<file path="src/rtl/pc_write_ctrl_pkg.sv">
// pc_write_ctrl_pkg: shared types for the PC write controller (states, pc_src and exc_cause encodings).
package pc_write_ctrl_pkg;
    typedef enum logic [1:0] {RUN, EXC_RD, EXC_WAIT, EXC_LOAD} state_t;
    typedef enum logic [1:0] {SRC_ALU_RESULT, SRC_ALU_OUT, SRC_JUMP, SRC_EPC} pc_src_t;
    typedef enum logic [1:0] {EXC_BAD_OP, EXC_OVF, EXC_DIV0, EXC_RSVD} exc_cause_t;

    // The reserved cause shares the bad-opcode vector.
    function automatic logic [1:0] vec_offset(input logic [1:0] cause);
        return (cause == EXC_RSVD) ? 2'(EXC_BAD_OP) : cause;
    endfunction
endpackage

</file>
<file path="src/rtl/pc_write_ctrl_if.sv">
// pc_write_ctrl_if: control, datapath and vector-fetch signals of the PC write controller.
interface pc_write_ctrl_if #(parameter int WIDTH = 32);
    logic             pc_write;
    logic             pc_write_cond;
    logic             flag_in;
    logic [1:0]       pc_src;
    logic [WIDTH-1:0] alu_result;
    logic [WIDTH-1:0] alu_out;
    logic [25:0]      instr_target;
    logic             exc_req;
    logic [1:0]       exc_cause;
    logic [7:0]       mem_rdata;
    logic [WIDTH-1:0] pc;
    logic [WIDTH-1:0] epc;
    logic [WIDTH-1:0] vec_addr;
    logic             vec_rd;
    logic             exc_busy;
    logic             pc_we;
    logic             align_err;

    modport master (
        output pc_write, pc_write_cond, flag_in, pc_src, alu_result, alu_out, instr_target,
               exc_req, exc_cause, mem_rdata,
        input  pc, epc, vec_addr, vec_rd, exc_busy, pc_we, align_err
    );

    modport slave (
        input  pc_write, pc_write_cond, flag_in, pc_src, alu_result, alu_out, instr_target,
               exc_req, exc_cause, mem_rdata,
        output pc, epc, vec_addr, vec_rd, exc_busy, pc_we, align_err
    );
endinterface

</file>
<file path="src/rtl/pc_write_ctrl_exc_seq.sv">
// pc_write_ctrl_exc_seq: exception entry FSM, RUN -> EXC_RD -> EXC_WAIT -> EXC_LOAD, with memory latency counter.
module pc_write_ctrl_exc_seq
    import pc_write_ctrl_pkg::*;
#(
    parameter int MEM_LAT = 1
) (
    input  logic clk,
    input  logic reset,
    input  logic start,
    output logic vec_rd,
    output logic exc_busy,
    output logic load
);
    localparam int CW = (MEM_LAT > 1) ? $clog2(MEM_LAT) : 1;
    localparam logic [CW-1:0] CNT_INIT = CW'(MEM_LAT - 1);

    state_t        state;
    logic [CW-1:0] cnt;

    always_ff @(posedge clk or posedge reset) begin
        if (reset) begin
            state    <= RUN;
            cnt      <= '0;
            vec_rd   <= 1'b0;
            exc_busy <= 1'b0;
            load     <= 1'b0;
        end else begin
            vec_rd <= 1'b0;
            load   <= 1'b0;
            case (state)
                RUN: if (start) begin
                    state    <= EXC_RD;
                    vec_rd   <= 1'b1;
                    exc_busy <= 1'b1;
                end
                EXC_RD: begin
                    cnt   <= CNT_INIT;
                    state <= (MEM_LAT == 1) ? EXC_LOAD : EXC_WAIT;
                    load  <= (MEM_LAT == 1);
                end
                EXC_WAIT: if (cnt == '0) begin
                    state <= EXC_LOAD;
                    load  <= 1'b1;
                end else begin
                    cnt <= cnt - CW'(1);
                end
                EXC_LOAD: begin
                    state    <= RUN;
                    exc_busy <= 1'b0;
                end
            endcase
        end
    end
endmodule

</file>
<file path="src/rtl/pc_write_ctrl.sv">
// pc_write_ctrl: PC/EPC registers, next-PC mux, write enable and exception entry sequencing.
// Optional misaligned-target suppression with align_err pulse when PC_ALIGN_CHECK_EN is defined.
module pc_write_ctrl
    import pc_write_ctrl_pkg::*;
#(
    parameter int WIDTH    = 32,
    parameter int VEC_BASE = 253,
    parameter int MEM_LAT  = 1
) (
    input  logic             clk,
    input  logic             reset,
    pc_write_ctrl_if.slave   bus
);
    logic             start;
    logic             load;
    logic             vec_rd;
    logic             exc_busy;
    logic             wr;
    logic [WIDTH-1:0] pc;
    logic [WIDTH-1:0] epc;
    logic [WIDTH-1:0] vec_addr;
    logic [WIDTH-1:0] next_pc;

    assign start     = ~exc_busy & bus.exc_req;
    assign bus.pc_we = ~exc_busy & ~bus.exc_req & (bus.pc_write | (bus.pc_write_cond & bus.flag_in));

    always_comb begin
        next_pc = (bus.pc_src == SRC_ALU_RESULT) ? bus.alu_result :
                  (bus.pc_src == SRC_ALU_OUT)    ? bus.alu_out :
                  (bus.pc_src == SRC_JUMP)       ? {pc[WIDTH-1:28], bus.instr_target, 2'b00} :
                                                   epc;
    end

`ifdef PC_ALIGN_CHECK_EN
    assign bus.align_err = bus.pc_we & (next_pc[1:0] != 2'b00);
`else
    assign bus.align_err = 1'b0;
`endif
    assign wr = bus.pc_we & ~bus.align_err;

    pc_write_ctrl_exc_seq #(.MEM_LAT(MEM_LAT)) u_exc_seq (
        .clk      (clk),
        .reset    (reset),
        .start    (start),
        .vec_rd   (vec_rd),
        .exc_busy (exc_busy),
        .load     (load)
    );

    // load and wr never coincide: wr needs RUN, load only occurs in EXC_LOAD.
    always_ff @(posedge clk or posedge reset) begin
        if (reset) begin
            pc       <= '0;
            epc      <= '0;
            vec_addr <= '0;
        end else begin
            if (start) begin
                epc      <= pc - WIDTH'(4);
                vec_addr <= WIDTH'(VEC_BASE) + WIDTH'(vec_offset(bus.exc_cause));
            end
            if (load)
                pc <= WIDTH'(bus.mem_rdata);
            else if (wr)
                pc <= next_pc;
        end
    end

    assign bus.pc       = pc;
    assign bus.epc      = epc;
    assign bus.vec_addr = vec_addr;
    assign bus.vec_rd   = vec_rd;
    assign bus.exc_busy = exc_busy;
endmodule
</file>
<file path="src/flat_wrapper.sv">
// flat-port wrapper written by rule: the top's interface ports become plain ports
module pc_write_ctrl_flat import pc_write_ctrl_pkg::*;
#(
    parameter int WIDTH    = 32,
    parameter int VEC_BASE = 253,
    parameter int MEM_LAT  = 1
)
  (clk, reset, bus_pc_write, bus_pc_write_cond, bus_flag_in, bus_pc_src, bus_alu_result, bus_alu_out, bus_instr_target, bus_exc_req, bus_exc_cause, bus_mem_rdata, bus_pc, bus_epc, bus_vec_addr, bus_vec_rd, bus_exc_busy, bus_pc_we, bus_align_err);
  pc_write_ctrl_if #(.WIDTH(WIDTH)) bus_i ();
  input  logic clk;
  input  logic reset;
  input wire logic [$bits(bus_i.pc_write)-1:0] bus_pc_write;
  input wire logic [$bits(bus_i.pc_write_cond)-1:0] bus_pc_write_cond;
  input wire logic [$bits(bus_i.flag_in)-1:0] bus_flag_in;
  input wire logic [$bits(bus_i.pc_src)-1:0] bus_pc_src;
  input wire logic [$bits(bus_i.alu_result)-1:0] bus_alu_result;
  input wire logic [$bits(bus_i.alu_out)-1:0] bus_alu_out;
  input wire logic [$bits(bus_i.instr_target)-1:0] bus_instr_target;
  input wire logic [$bits(bus_i.exc_req)-1:0] bus_exc_req;
  input wire logic [$bits(bus_i.exc_cause)-1:0] bus_exc_cause;
  input wire logic [$bits(bus_i.mem_rdata)-1:0] bus_mem_rdata;
  output wire logic [$bits(bus_i.pc)-1:0] bus_pc;
  output wire logic [$bits(bus_i.epc)-1:0] bus_epc;
  output wire logic [$bits(bus_i.vec_addr)-1:0] bus_vec_addr;
  output wire logic [$bits(bus_i.vec_rd)-1:0] bus_vec_rd;
  output wire logic [$bits(bus_i.exc_busy)-1:0] bus_exc_busy;
  output wire logic [$bits(bus_i.pc_we)-1:0] bus_pc_we;
  output wire logic [$bits(bus_i.align_err)-1:0] bus_align_err;
  assign bus_i.pc_write = bus_pc_write;
  assign bus_i.pc_write_cond = bus_pc_write_cond;
  assign bus_i.flag_in = bus_flag_in;
  assign bus_i.pc_src = bus_pc_src;
  assign bus_i.alu_result = bus_alu_result;
  assign bus_i.alu_out = bus_alu_out;
  assign bus_i.instr_target = bus_instr_target;
  assign bus_i.exc_req = bus_exc_req;
  assign bus_i.exc_cause = bus_exc_cause;
  assign bus_i.mem_rdata = bus_mem_rdata;
  assign bus_pc = bus_i.pc;
  assign bus_epc = bus_i.epc;
  assign bus_vec_addr = bus_i.vec_addr;
  assign bus_vec_rd = bus_i.vec_rd;
  assign bus_exc_busy = bus_i.exc_busy;
  assign bus_pc_we = bus_i.pc_we;
  assign bus_align_err = bus_i.align_err;
  pc_write_ctrl #(.WIDTH(WIDTH), .VEC_BASE(VEC_BASE), .MEM_LAT(MEM_LAT)) u_core (.clk(clk), .reset(reset), .bus(bus_i));
endmodule
</file>
<file path="config.mk">
export PLATFORM = sky130hd
export DESIGN_NAME = pc_write_ctrl_flat
export DESIGN_NICKNAME = d
export VERILOG_FILES = /design/src/rtl/pc_write_ctrl_pkg.sv /design/src/rtl/pc_write_ctrl_if.sv /design/src/rtl/pc_write_ctrl_exc_seq.sv /design/src/rtl/pc_write_ctrl.sv /design/src/flat_wrapper.sv
export SDC_FILE = /design/constraint.sdc
export NUM_CORES = 1
export LEC_CHECK = 0
export CORE_MARGIN = 2
export CORE_UTILIZATION = 45
export CTS_BUF_LIST = sky130_fd_sc_hd__clkbuf_8 sky130_fd_sc_hd__clkbuf_16
export CTS_CLUSTER_DIAMETER = 50
export DETAILED_ROUTE_END_ITERATION = 6
export GPL_TIMING_DRIVEN = 0
export PLACE_DENSITY = 0.87
export SYNTH_ARGS = -nofsm -noshare
export SYNTH_HDL_FRONTEND = slang
export SYNTH_SLANG_ARGS = --single-unit
</file>
<file path="constraint.sdc">
create_clock -name clk -period 6.1 [get_ports clk]
set_input_delay 1.83 -clock clk [delete_from_list [all_inputs] [get_ports clk]]
set_output_delay 1.83 -clock clk [all_outputs]
set_load 0.02 [all_outputs]
</file>
==> results of run 1 <==
-- state kept, by name (all words and copies together) (netlist names) --
name and flops:
u_core.bus.pc 32, u_core.u_exc_seq.load 1, u_core.u_exc_seq.state 2, u_core.u_exc_seq.exc_busy 1, u_core.bus.epc 32, u_core.u_exc_seq.vec_rd 1
u_core.bus.vec_addr 4
-- layout make-up --
cell class | instances | share of cell area
timing repair buffer | 181 | 0.268
clock buffer | 10 | 0.0204
inverter | 10 | 0.00593
buffer | 62 | 0.0528
sequential | 73 | 0.270
clock inverter | 6 | 0.0156
tap | 133 | 0.0246
multi-input combinational | 341 | 0.342
-- cells by family after synthesis --
family / Yosys count
adder cells (fa/ha/maj): 6
XOR/XNOR: 13
AO/OA/AOI/OAI: 89
AND/OR/NAND/NOR: 171
other: 1
multiplexers: 38
flip-flops: 73
buffers and inverters: 72
-- worst max-delay path, stage by stage --
cell	delay [ns]
clkdlybuf4s50_1	0.47
or3_1	0.38
clkbuf_1	0.19
inv_1	0.10
clkbuf_1	0.37
clkdlybuf4s50_1	0.69
-- layer usage --
layer / vias to the layer above / track usage
met2: 227 / 0.478
li1: 2035 / -
met5: - / 0
met4: 0 / 0.102
met3: 28 / 0.0484
met1: 2144 / 0.345
-- stage by stage --
stage | setup slack [ns] | cells | hold WS (ns)
2_1_floorplan | 1.51 | 486 | 0.549
3_3_place_gp | 0.252 | 800 | 0.474
3_5_place_dp | 0.238 | 800 | 0.471
4_1_cts | 0.240 | 816 | 0.499
5_1_grt | 0.108 | 816 | 0.539
6_report | 0.224 | 816 | 0.493
-- worst paths after layout --
kind                                             start                endpoint  slack [ns]  depth (start not counted)
min in group asynchronous                        reset      u_core.bus.epc[16]        2.04                          2
worst min register to register  u_core.bus.vec_addr[8]  u_core.bus.vec_addr[8]        0.49                          2
max in group asynchronous                        reset      u_core.bus.epc[14]        3.46                          2
worst min-delay path            u_core.bus.vec_addr[8]  u_core.bus.vec_addr[8]        0.49                          2
worst max-delay path                       bus_exc_req               bus_pc_we        0.22                          6
worst max register to register        u_core.bus.pc[2]      u_core.bus.epc[22]        3.42                          7
-- report_power, final --
group | switching [mW] | internal [mW] | leakage (nW) | total (mW)
Combinational | 0.741 | 0.623 | 1.73 | 1.36
Clock | 0.189 | 0.281 | 0.126 | 0.471
Sequential | 0.208 | 0.664 | 0.940 | 0.871
-- placed cells by master, fill, tap and decap left out, drive strengths merged, types with 3 or more instances in the layout --
master	synthesis	layout
bufinv	0	3
mux4	26	26
nand4	9	9
nor2b	3	3
nand2	85	85
dfrtp	73	73
xor2	10	10
buf	36	36
xnor2	3	3
clkinv	0	3
a211oi	6	6
o31ai	6	6
clkdlybuf4s50	0	181
ha	6	6
nor2	31	31
o21ai	33	33
a31oi	12	12
nor3	8	8
inv	10	10
or3	10	10
nand3	4	4
mux2i	12	12
or4	8	8
o211ai	3	3
clkbuf	26	36
nor4	5	5
a21oi	26	26
conb	1	24
==> flow_metrics.env, run 1 <==
export IMPL_status="finished clean"
export IMPL_finalCriticalPeriod_ns=5.88
export IMPL_postPlaceCellArea_mm2=0.00651
export IMPL_via_per_inst=5.43
export IMPL_netlist_area_mm2=0.00444
export IMPL_synth_adder_area_share=0.0169
export IMPL_dr_pass1_iters=5
export IMPL_met1Wirelength_mm=5.76
export IMPL_main_combinational_cell_family_by_area_after_synthesis="simple AND/OR/NAND/NOR gates"
export IMPL_cellLeakagePower_nw=2.80
export IMPL_grt_usage=0.275
export IMPL_ys_ff_latch=73
export IMPL_hold_buffers=0
export IMPL_floorplan_rows=36
export IMPL_tritoncts_num_buffers=9
export IMPL_clkSlewWorstSetupHoldPaths_ns=0.08
export IMPL_root_buffer="clkbuf_8"
export IMPL_worst_ep_required_time_ns=4.27
export IMPL_fraction_of_layout_cells_with_a_size_suffix_above_1=0.123
export IMPL_synth_edf_count=0
export IMPL_timing_final_max_slew_violations=0
export IMPL_setup_tns_final_ns=0
export IMPL_detailed_place_hpwl_mm=10.9
export IMPL_cts_buffer_depth=2
export IMPL_worst_skew_pair_late_latency_ns=0.35
export IMPL_postSynth_topFlopCell="dfrtp_1"
export IMPL_worst_clock_skew_ns=0.0117
export IMPL_drc=0
export IMPL_netlist_instances=463
export IMPL_antennaDiodeCount=0
export IMPL_gr_total_overflow=0
export IMPL_postRouteAntennaNets=0
export IMPL_yosys_cell_types_count=39
export IMPL_regArea_mm2=0.00183
export IMPL_timing_worst_slew_pin_value_ns=0.918
export IMPL_maximum_number_of_pins_on_one_net_before_global_route_repair=74
export IMPL_post_route_cell_area_mm2=0.00675
export IMPL_synth_commonest_cells="nand2_1, dfrtp_1, o21ai_0"
export IMPL_drt_wl_total_mm=14.5
export IMPL_nFillCells=749
export IMPL_routed_top_layer="met4"
export IMPL_floorplan_initialDensity=0.458
export IMPL_post_synth_and_or_nand_nor_area_fraction=0.182
export IMPL_powerDensity_mw_per_mm2=401
export IMPL_ios=208
export IMPL_floorplan_die_width_um=103
export IMPL_critical_path_startpoint_type="primary input"
export IMPL_avgSynthCellArea_um2=9.59
export IMPL_setup_worst_path_end_class="primary output"
export IMPL_synth_top_area_share=0.411
export IMPL_detail_route_wl_per_cell_um=17.8
export IMPL_yosys_top_cells_area="dfrtp_1, mux4_2, nand2_1"
export IMPL_synth_most_common_cell="nand2_1"
export IMPL_synth_mux_area_frac=0.159
export IMPL_core_mm2=0.00968
export IMPL_yosys_area_top_type="dfrtp_1"
export IMPL_first_global_vias=4430
export IMPL_htreeDepth=3
export IMPL_final_core_util=0.697
export IMPL_finalCritPeriodShare=0.963
export IMPL_path_type_of_the_worst_setup_path="in -> out"
export IMPL_p_total_mw=2.71
export IMPL_seq_area_frac_synth=0.411
export IMPL_wl_met2_mm=7.41
export IMPL_yosys_warnings=0
export IMPL_layout_area_overhead_vs_synth_pct=52.1
export IMPL_floorplan_die_area_mm2=0.0107
export IMPL_wire_length_of_the_first_global_routing_pass_mm=22.3
export IMPL_cts_sinks=73
export IMPL_slew_headroom=0.388
export IMPL_max_cap_violations=0
export IMPL_path_max_fanout=10
export IMPL_hold_class="reg -> reg"
export IMPL_die_outline_height_um=103
export IMPL_post_synth_xor_area_fraction=0.0256
export IMPL_crit_arrival_ns=4.05
export IMPL_grt_setup_unrepaired="no"
export IMPL_fmax_mhz=170
export IMPL_max_vdd_ir_drop_mv=0.254
export IMPL_via_count=4434
export IMPL_cts_tree="built"
export IMPL_hold_viol_final=0
export IMPL_multi_input_comb_area_mm2=0.00231
export IMPL_setup_violations_final=0
export IMPL_initial_antenna_violation_count=0
export IMPL_post_cts_repair_setup_buffers=0
export IMPL_ys_async_sr_fraction=1.00
export IMPL_initialDrtViolationCount=264
export IMPL_synth_compound_area_share=0.115
export IMPL_port_buffer_count=181
export IMPL_final_nets=792
export IMPL_detailroute_wirelength_met3_mm=1.09
export IMPL_globalplace_congestion=0.857
export IMPL_cts_resized=0
(Power assumes the default switching activity.)
==> inputs of run 2 (changes only) <==
Settings changed: SYNTH_HIERARCHICAL from default to 1.
==> flow_metrics.env, run 2 <==
export IMPL_holdPathEnd="u_core/bus.vec_addr[8]"
export IMPL_final_core_util=0.695
export IMPL_worst_clock_skew_ns=0.0136
export IMPL_detail_route_wl_per_cell_um=17.7
export IMPL_grt_setup_unrepaired="no"
export IMPL_floorplan_die_area_mm2=0.0107
export IMPL_netlist_instances=455
export IMPL_max_cap_violations=0
export IMPL_ys_async_sr_fraction=1.00
export IMPL_port_buffer_count=181
export IMPL_die_outline_height_um=103
export IMPL_yosys_warnings=6
export IMPL_path_type_of_the_worst_setup_path="in -> out"
export IMPL_fmax_mhz=169
export IMPL_yosys_cell_types_count=41
export IMPL_synth_commonest_cells="nand2_1, dfrtp_1, nor2_1"
export IMPL_switching_share=0.426
export IMPL_powerDensity_mw_per_mm2=404
export IMPL_postPlaceCellArea_mm2=0.00652
export IMPL_dr_pass1_iters=5
export IMPL_power_frac_comb=0.528
export IMPL_avgSynthCellArea_um2=9.74
export IMPL_critical_path_startpoint_type="primary input"
export IMPL_yosys_top_cells_area="dfrtp_1, mux4_2, nand2_1"
export IMPL_slew_headroom=0.332
export IMPL_via_per_inst=5.47
export IMPL_post_route_cell_area_mm2=0.00673
export IMPL_net_switching_power_mw=1.16
export IMPL_layout_area_overhead_vs_synth_pct=52.0
export IMPL_hold_viol_final=0
export IMPL_floorplan_die_width_um=103
export IMPL_r2r_setup_slack_ns=3.19
export IMPL_synth_most_common_cell="nand2_1"
export IMPL_grt_usage=0.269
export IMPL_yosys_area_top_type="dfrtp_1"
export IMPL_postRouteAntennaNets=0
export IMPL_synth_top_area_share=0.412
export IMPL_max_vdd_ir_drop_mv=0.284
export IMPL_worst_ep_required_time_ns=4.27
export IMPL_gr_total_overflow=0
export IMPL_status="finished clean"
export IMPL_drt_wl_total_mm=14.3
export IMPL_r2r_end="u_core/bus.epc[28]"
export IMPL_post_cts_repair_setup_buffers=0
export IMPL_synth_edf_count=0
export IMPL_wire_length_of_the_first_global_routing_pass_mm=21.8
export IMPL_htreeDepth=3
export IMPL_crit_arrival_ns=4.09
export IMPL_first_global_vias=4340
export IMPL_multi_input_comb_area_mm2=0.00229
export IMPL_clock_power_share=0.153
export IMPL_cts_buffer_depth=2
export IMPL_regArea_mm2=0.00183
export IMPL_root_buffer="clkbuf_8"
export IMPL_layout_cells_most_common_list="clkdlybuf4s50_1, nand2_1, dfrtp_1"
export IMPL_floorplan_initialDensity=0.457
export IMPL_min_from="u_core/bus.vec_addr[8]"
export IMPL_worst_r2r_cell_count=8
export IMPL_maximum_number_of_pins_on_one_net_before_global_route_repair=40
export IMPL_path_max_fanout=10
export IMPL_via_count=4421
export IMPL_cts_tree="built"
export IMPL_cts_resized=0
export IMPL_setup_violations_final=0
export IMPL_cts_sinks=73
export IMPL_ys_ff_latch=73
export IMPL_largestRegisters="u_core/bus.epc (32), u_core/bus.pc (32), u_core/bus.vec_addr (4)"
export IMPL_worst_skew_pair_late_latency_ns=0.34
export IMPL_initial_antenna_violation_count=0
export IMPL_antennaDiodeCount=0
export IMPL_power_frac_seq=0.319
export IMPL_timing_worst_slew_pin_value_ns=1.00
export IMPL_clkSlewWorstSetupHoldPaths_ns=0.08
export IMPL_hold_class="reg -> reg"
export IMPL_whs_path_depth=2
export IMPL_globalplace_congestion=0.854
export IMPL_tritoncts_num_buffers=9
export IMPL_cellLeakagePower_nw=2.78
export IMPL_finalCriticalPeriod_ns=5.92
export IMPL_setup_tns_final_ns=0
export IMPL_floorplan_rows=36
export IMPL_nFillCells=743
export IMPL_hold_buffers=0
export IMPL_detailed_place_hpwl_mm=10.9
export IMPL_reg2reg_from="u_core/bus.pc[2]"
export IMPL_seq_area_frac_synth=0.412
export IMPL_postSynth_topFlopCell="dfrtp_1"
export IMPL_core_mm2=0.00968
export IMPL_final_nets=785
export IMPL_internal_power_mw=1.56
export IMPL_ios=208
export IMPL_worst_hold_slack_ns=0.494
export IMPL_netlist_area_mm2=0.00443
export IMPL_timing_final_max_slew_violations=0
export IMPL_fraction_of_layout_cells_with_a_size_suffix_above_1=0.120
export IMPL_most_frequent_standard_cell_in_the_layout_excluding_fill_and_tap_cells="clkdlybuf4s50_1"
export IMPL_initialDrtViolationCount=207
export IMPL_setup_worst_path_end_class="primary output"
export IMPL_finalCritPeriodShare=0.970
export IMPL_drc=0
run 2: cell count changes after synthesis, sizes merged, moves of 5 or more:
cell   delta
nand4     -9
xor2      -9
o21ai     -8
nand2     -7
xnor2     +7
or4       +6
a31oi     +5
o31ai     +5
run 2: worst max-delay path: stages:
cell and delay, ns:
clkdlybuf4s50_1 0.44, nor2_1 0.24, nand2_1 0.23, clkinv_1 0.26, clkbuf_1 0.39, clkdlybuf4s50_1 0.70
run 2: cell families after synthesis:
family / share of synthesized area
other: 0.000846
XOR/XNOR: 0.0217
flip-flops: 0.412
AO/OA/AOI/OAI: 0.123
AND/OR/NAND/NOR: 0.170
multiplexers: 0.165
buffers and inverters: 0.0904
adder cells (fa/ha/maj): 0.0169
run 2: final cells by class:
| cell class | count | share of cell area |
|---|---|---|
| Clock inverter | 5 | 0.0119 |
| Multi-Input combinational cell | 332 | 0.340 |
| Buffer | 62 | 0.0533 |
| Inverter | 11 | 0.00613 |
| Timing Repair Buffer | 182 | 0.272 |
| Sequential cell | 73 | 0.271 |
| Clock buffer | 10 | 0.0204 |
| Tap cell | 133 | 0.0247 |
run 2: metrics by stage:
step | setup WS [ns] | total power [mW] | cells
after detailed placement | 0.208 | 2.29 | 793
final | 0.181 | 2.72 | 808
after global placement | 0.174 | 2.24 | 792
after global routing | 0.111 | 2.88 | 808
after floorplan | 1.59 | 1.63 | 478
after CTS | 0.204 | 2.72 | 808
run 2: per-layer routing:
metal  routed length [um]  vias up  GRT usage
met2                 7240      234      0.468
met4                  316        0      0.106
met5                    0        -          0
met1                 5450     2141      0.338
li1                     -     2017          -
met3                 1260       29     0.0444
run 2: worst max-delay path by stage:
stage                      startpoint   endpoint  slack (ns)
after global routing      bus_exc_req  bus_pc_we        0.11
after CTS                 bus_exc_req  bus_pc_we        0.20
final                     bus_exc_req  bus_pc_we        0.18
after detailed placement  bus_exc_req  bus_pc_we        0.21
after global placement    bus_exc_req  bus_pc_we        0.17
after floorplan           bus_exc_req  bus_pc_we        1.59
run 2: power groups by stage:
stage,clock [mW],combinational [mW],sequential (mW)
6_report,0.417,1.43,0.868
5_1_grt,0.444,1.54,0.899
4_1_cts,0.424,1.43,0.867
3_5_place_dp,0,1.42,0.871
3_3_place_gp,0,1.38,0.859
2_1_floorplan,0,0.601,1.03
==> inputs of run 3 (changes only) <==
Settings changed: SETUP_SLACK_MARGIN from default to 0.2.
==> flow_metrics.env, run 3 (same netlist as run 2, synthesis figures left out) <==
export IMPL_core_mm2=0.00968
export IMPL_postPlaceCellArea_mm2=0.00652
export IMPL_finalWorstSetupSlack_ns=0.334
export IMPL_cts_buffer_depth=2
export IMPL_path_max_fanout=10
export IMPL_layout_area_overhead_vs_synth_pct=52.0
export IMPL_max_vdd_ir_drop_mv=0.283
export IMPL_drc=0
export IMPL_wire_length_of_the_first_global_routing_pass_mm=21.8
export IMPL_post_cts_repair_setup_buffers=0
export IMPL_power_frac_seq=0.319
export IMPL_fmax_mhz=173
export IMPL_via_per_inst=5.45
export IMPL_initial_antenna_violation_count=0
export IMPL_globalplace_congestion=0.854
export IMPL_path_common_cell="clkdlybuf4s50_1"
export IMPL_cts_sinks=73
export IMPL_grt_usage=0.269
export IMPL_postRouteAntennaNets=0
export IMPL_floorplan_rows=36
export IMPL_first_global_vias=4340
export IMPL_largestRegisters="u_core/bus.epc (32), u_core/bus.pc (32), u_core/bus.vec_addr (4)"
export IMPL_net_switching_power_mw=1.16
export IMPL_maximum_number_of_pins_on_one_net_before_global_route_repair=40
export IMPL_hold_class="reg -> reg"
export IMPL_clkSlewWorstSetupHoldPaths_ns=0.08
export IMPL_worst_hold_slack_ns=0.493
export IMPL_whs_path_depth=2
export IMPL_max_cap_violations=0
export IMPL_clock_power_share=0.153
export IMPL_die_outline_height_um=103
export IMPL_worst_skew_pair_late_latency_ns=0.34
export IMPL_hold_buffers=0
export IMPL_setup_violations_final=0
export IMPL_setup_tns_final_ns=0
export IMPL_cpMaxStageDelayCell="clkdlybuf4s50_1"
export IMPL_timing_final_max_slew_violations=0
export IMPL_hold_viol_final=0
export IMPL_nFillCells=742
export IMPL_floorplan_initialDensity=0.457
export IMPL_pre_cts_ws_ns=0.208
export IMPL_port_buffer_count=181
export IMPL_drt_wl_total_mm=14.3
export IMPL_dr_pass1_iters=4
export IMPL_antennaDiodeCount=0
export IMPL_post_route_cell_area_mm2=0.00673
export IMPL_finalCriticalPeriod_ns=5.77
export IMPL_finalCritPeriodShare=0.945
export IMPL_critical_path_startpoint_type="primary input"
export IMPL_cts_tree="built"
export IMPL_via_count=4403
export IMPL_initialDrtViolationCount=207
export IMPL_timing_worst_slew_pin_value_ns=0.997
export IMPL_detail_route_wl_per_cell_um=17.7
export IMPL_floorplan_die_width_um=103
export IMPL_switching_share=0.426
export IMPL_floorplan_die_area_mm2=0.0107
export IMPL_gr_total_overflow=0
export IMPL_most_frequent_standard_cell_in_the_layout_excluding_fill_and_tap_cells="clkdlybuf4s50_1"
export IMPL_detailed_place_hpwl_mm=10.9
export IMPL_tritoncts_num_buffers=9
export IMPL_crit_arrival_ns=3.94
export IMPL_final_nets=785
export IMPL_grt_setup_unrepaired="no"
export IMPL_worst_r2r_cell_count=8
export IMPL_slew_headroom=0.335
export IMPL_root_buffer="clkbuf_8"
export IMPL_timing_critical_path_cells="clkdlybuf4s50_1 > nor2_1 > nand2_1 > clkinv_1 > clkbuf_2 > clkdlybuf4s50_1"
export IMPL_path_type_of_the_worst_setup_path="in -> out"
export IMPL_worst_ep_required_time_ns=4.27
export IMPL_setup_worst_path_end_class="primary output"
export IMPL_fraction_of_layout_cells_with_a_size_suffix_above_1=0.121
export IMPL_worst_clock_skew_ns=0.0131
export IMPL_cellLeakagePower_nw=2.78
export IMPL_internal_power_mw=1.56
export IMPL_slowest_stage_delay_cp_ns=0.65
export IMPL_ios=208
export IMPL_power_frac_comb=0.528
export IMPL_powerDensity_mw_per_mm2=404
export IMPL_layout_cells_most_common_list="clkdlybuf4s50_1, nand2_1, dfrtp_1"
export IMPL_p_total_mw=2.72
export IMPL_htreeDepth=3
export IMPL_status="finished clean"
## run 3: per-stage QoR
step                      utilization  cells
final                           0.695    808
after global routing            0.695    808
after CTS                       0.695    808
after detailed placement        0.673    793
after global placement          0.671    792
after floorplan                     -    478
## run 3: layer usage
layer | wire [um] | GRT usage | part of all wire
met5 | 0 | 0 | 0
met4 | 303 | 0.106 | 0.021
met3 | 1300 | 0.0444 | 0.091
met2 | 7210 | 0.468 | 0.51
met1 | 5470 | 0.338 | 0.38
## run 3: power by group through the flow
stage          combinational, mW  sequential (mW)  clock, mW
6_report                    1.44            0.868      0.416
5_1_grt                     1.54            0.899      0.444
4_1_cts                     1.43            0.867      0.424
3_5_place_dp                1.42            0.871          0
3_3_place_gp                1.38            0.859          0
2_1_floorplan              0.601             1.03          0
## run 3: repair_timing
action,4_1_cts,5_1_grt
endpoints found under the hold margin,0,0
resized for setup,0,2
endpoints found under the setup margin,0,1
## run 3: layout make-up
class,instances,area (um^2),share of cell area
inverters,11,41.3,0.00613
repair buffers,182,1830,0.272
clock buffers,10,138,0.0204
multi-input cells,332,2290,0.340
plain buffers,62,360,0.0535
flip-flops and latches,73,1830,0.271
well taps,133,166,0.0247
clock inverters,5,80.1,0.0119
## run 3: critical path, delay by kind of cell
family | cells | cell delay [ns]
buffers and inverters | 4 | 1.63
AND/OR/NAND/NOR | 2 | 0.47
## run 3: worst paths after layout
check / from / end / slack (ns)
max in group asynchronous: reset / u_core/bus.epc[22] / 3.51
worst max-delay path: bus_exc_req / bus_pc_we / 0.33
worst max register to register: u_core/bus.pc[2] / u_core/bus.epc[28] / 3.19
worst min-delay path: u_core/bus.vec_addr[8] / u_core/bus.vec_addr[8] / 0.49
worst min register to register: u_core/bus.vec_addr[8] / u_core/bus.vec_addr[8] / 0.49
min in group asynchronous: reset / u_core/u_exc_seq/exc_busy / 1.74
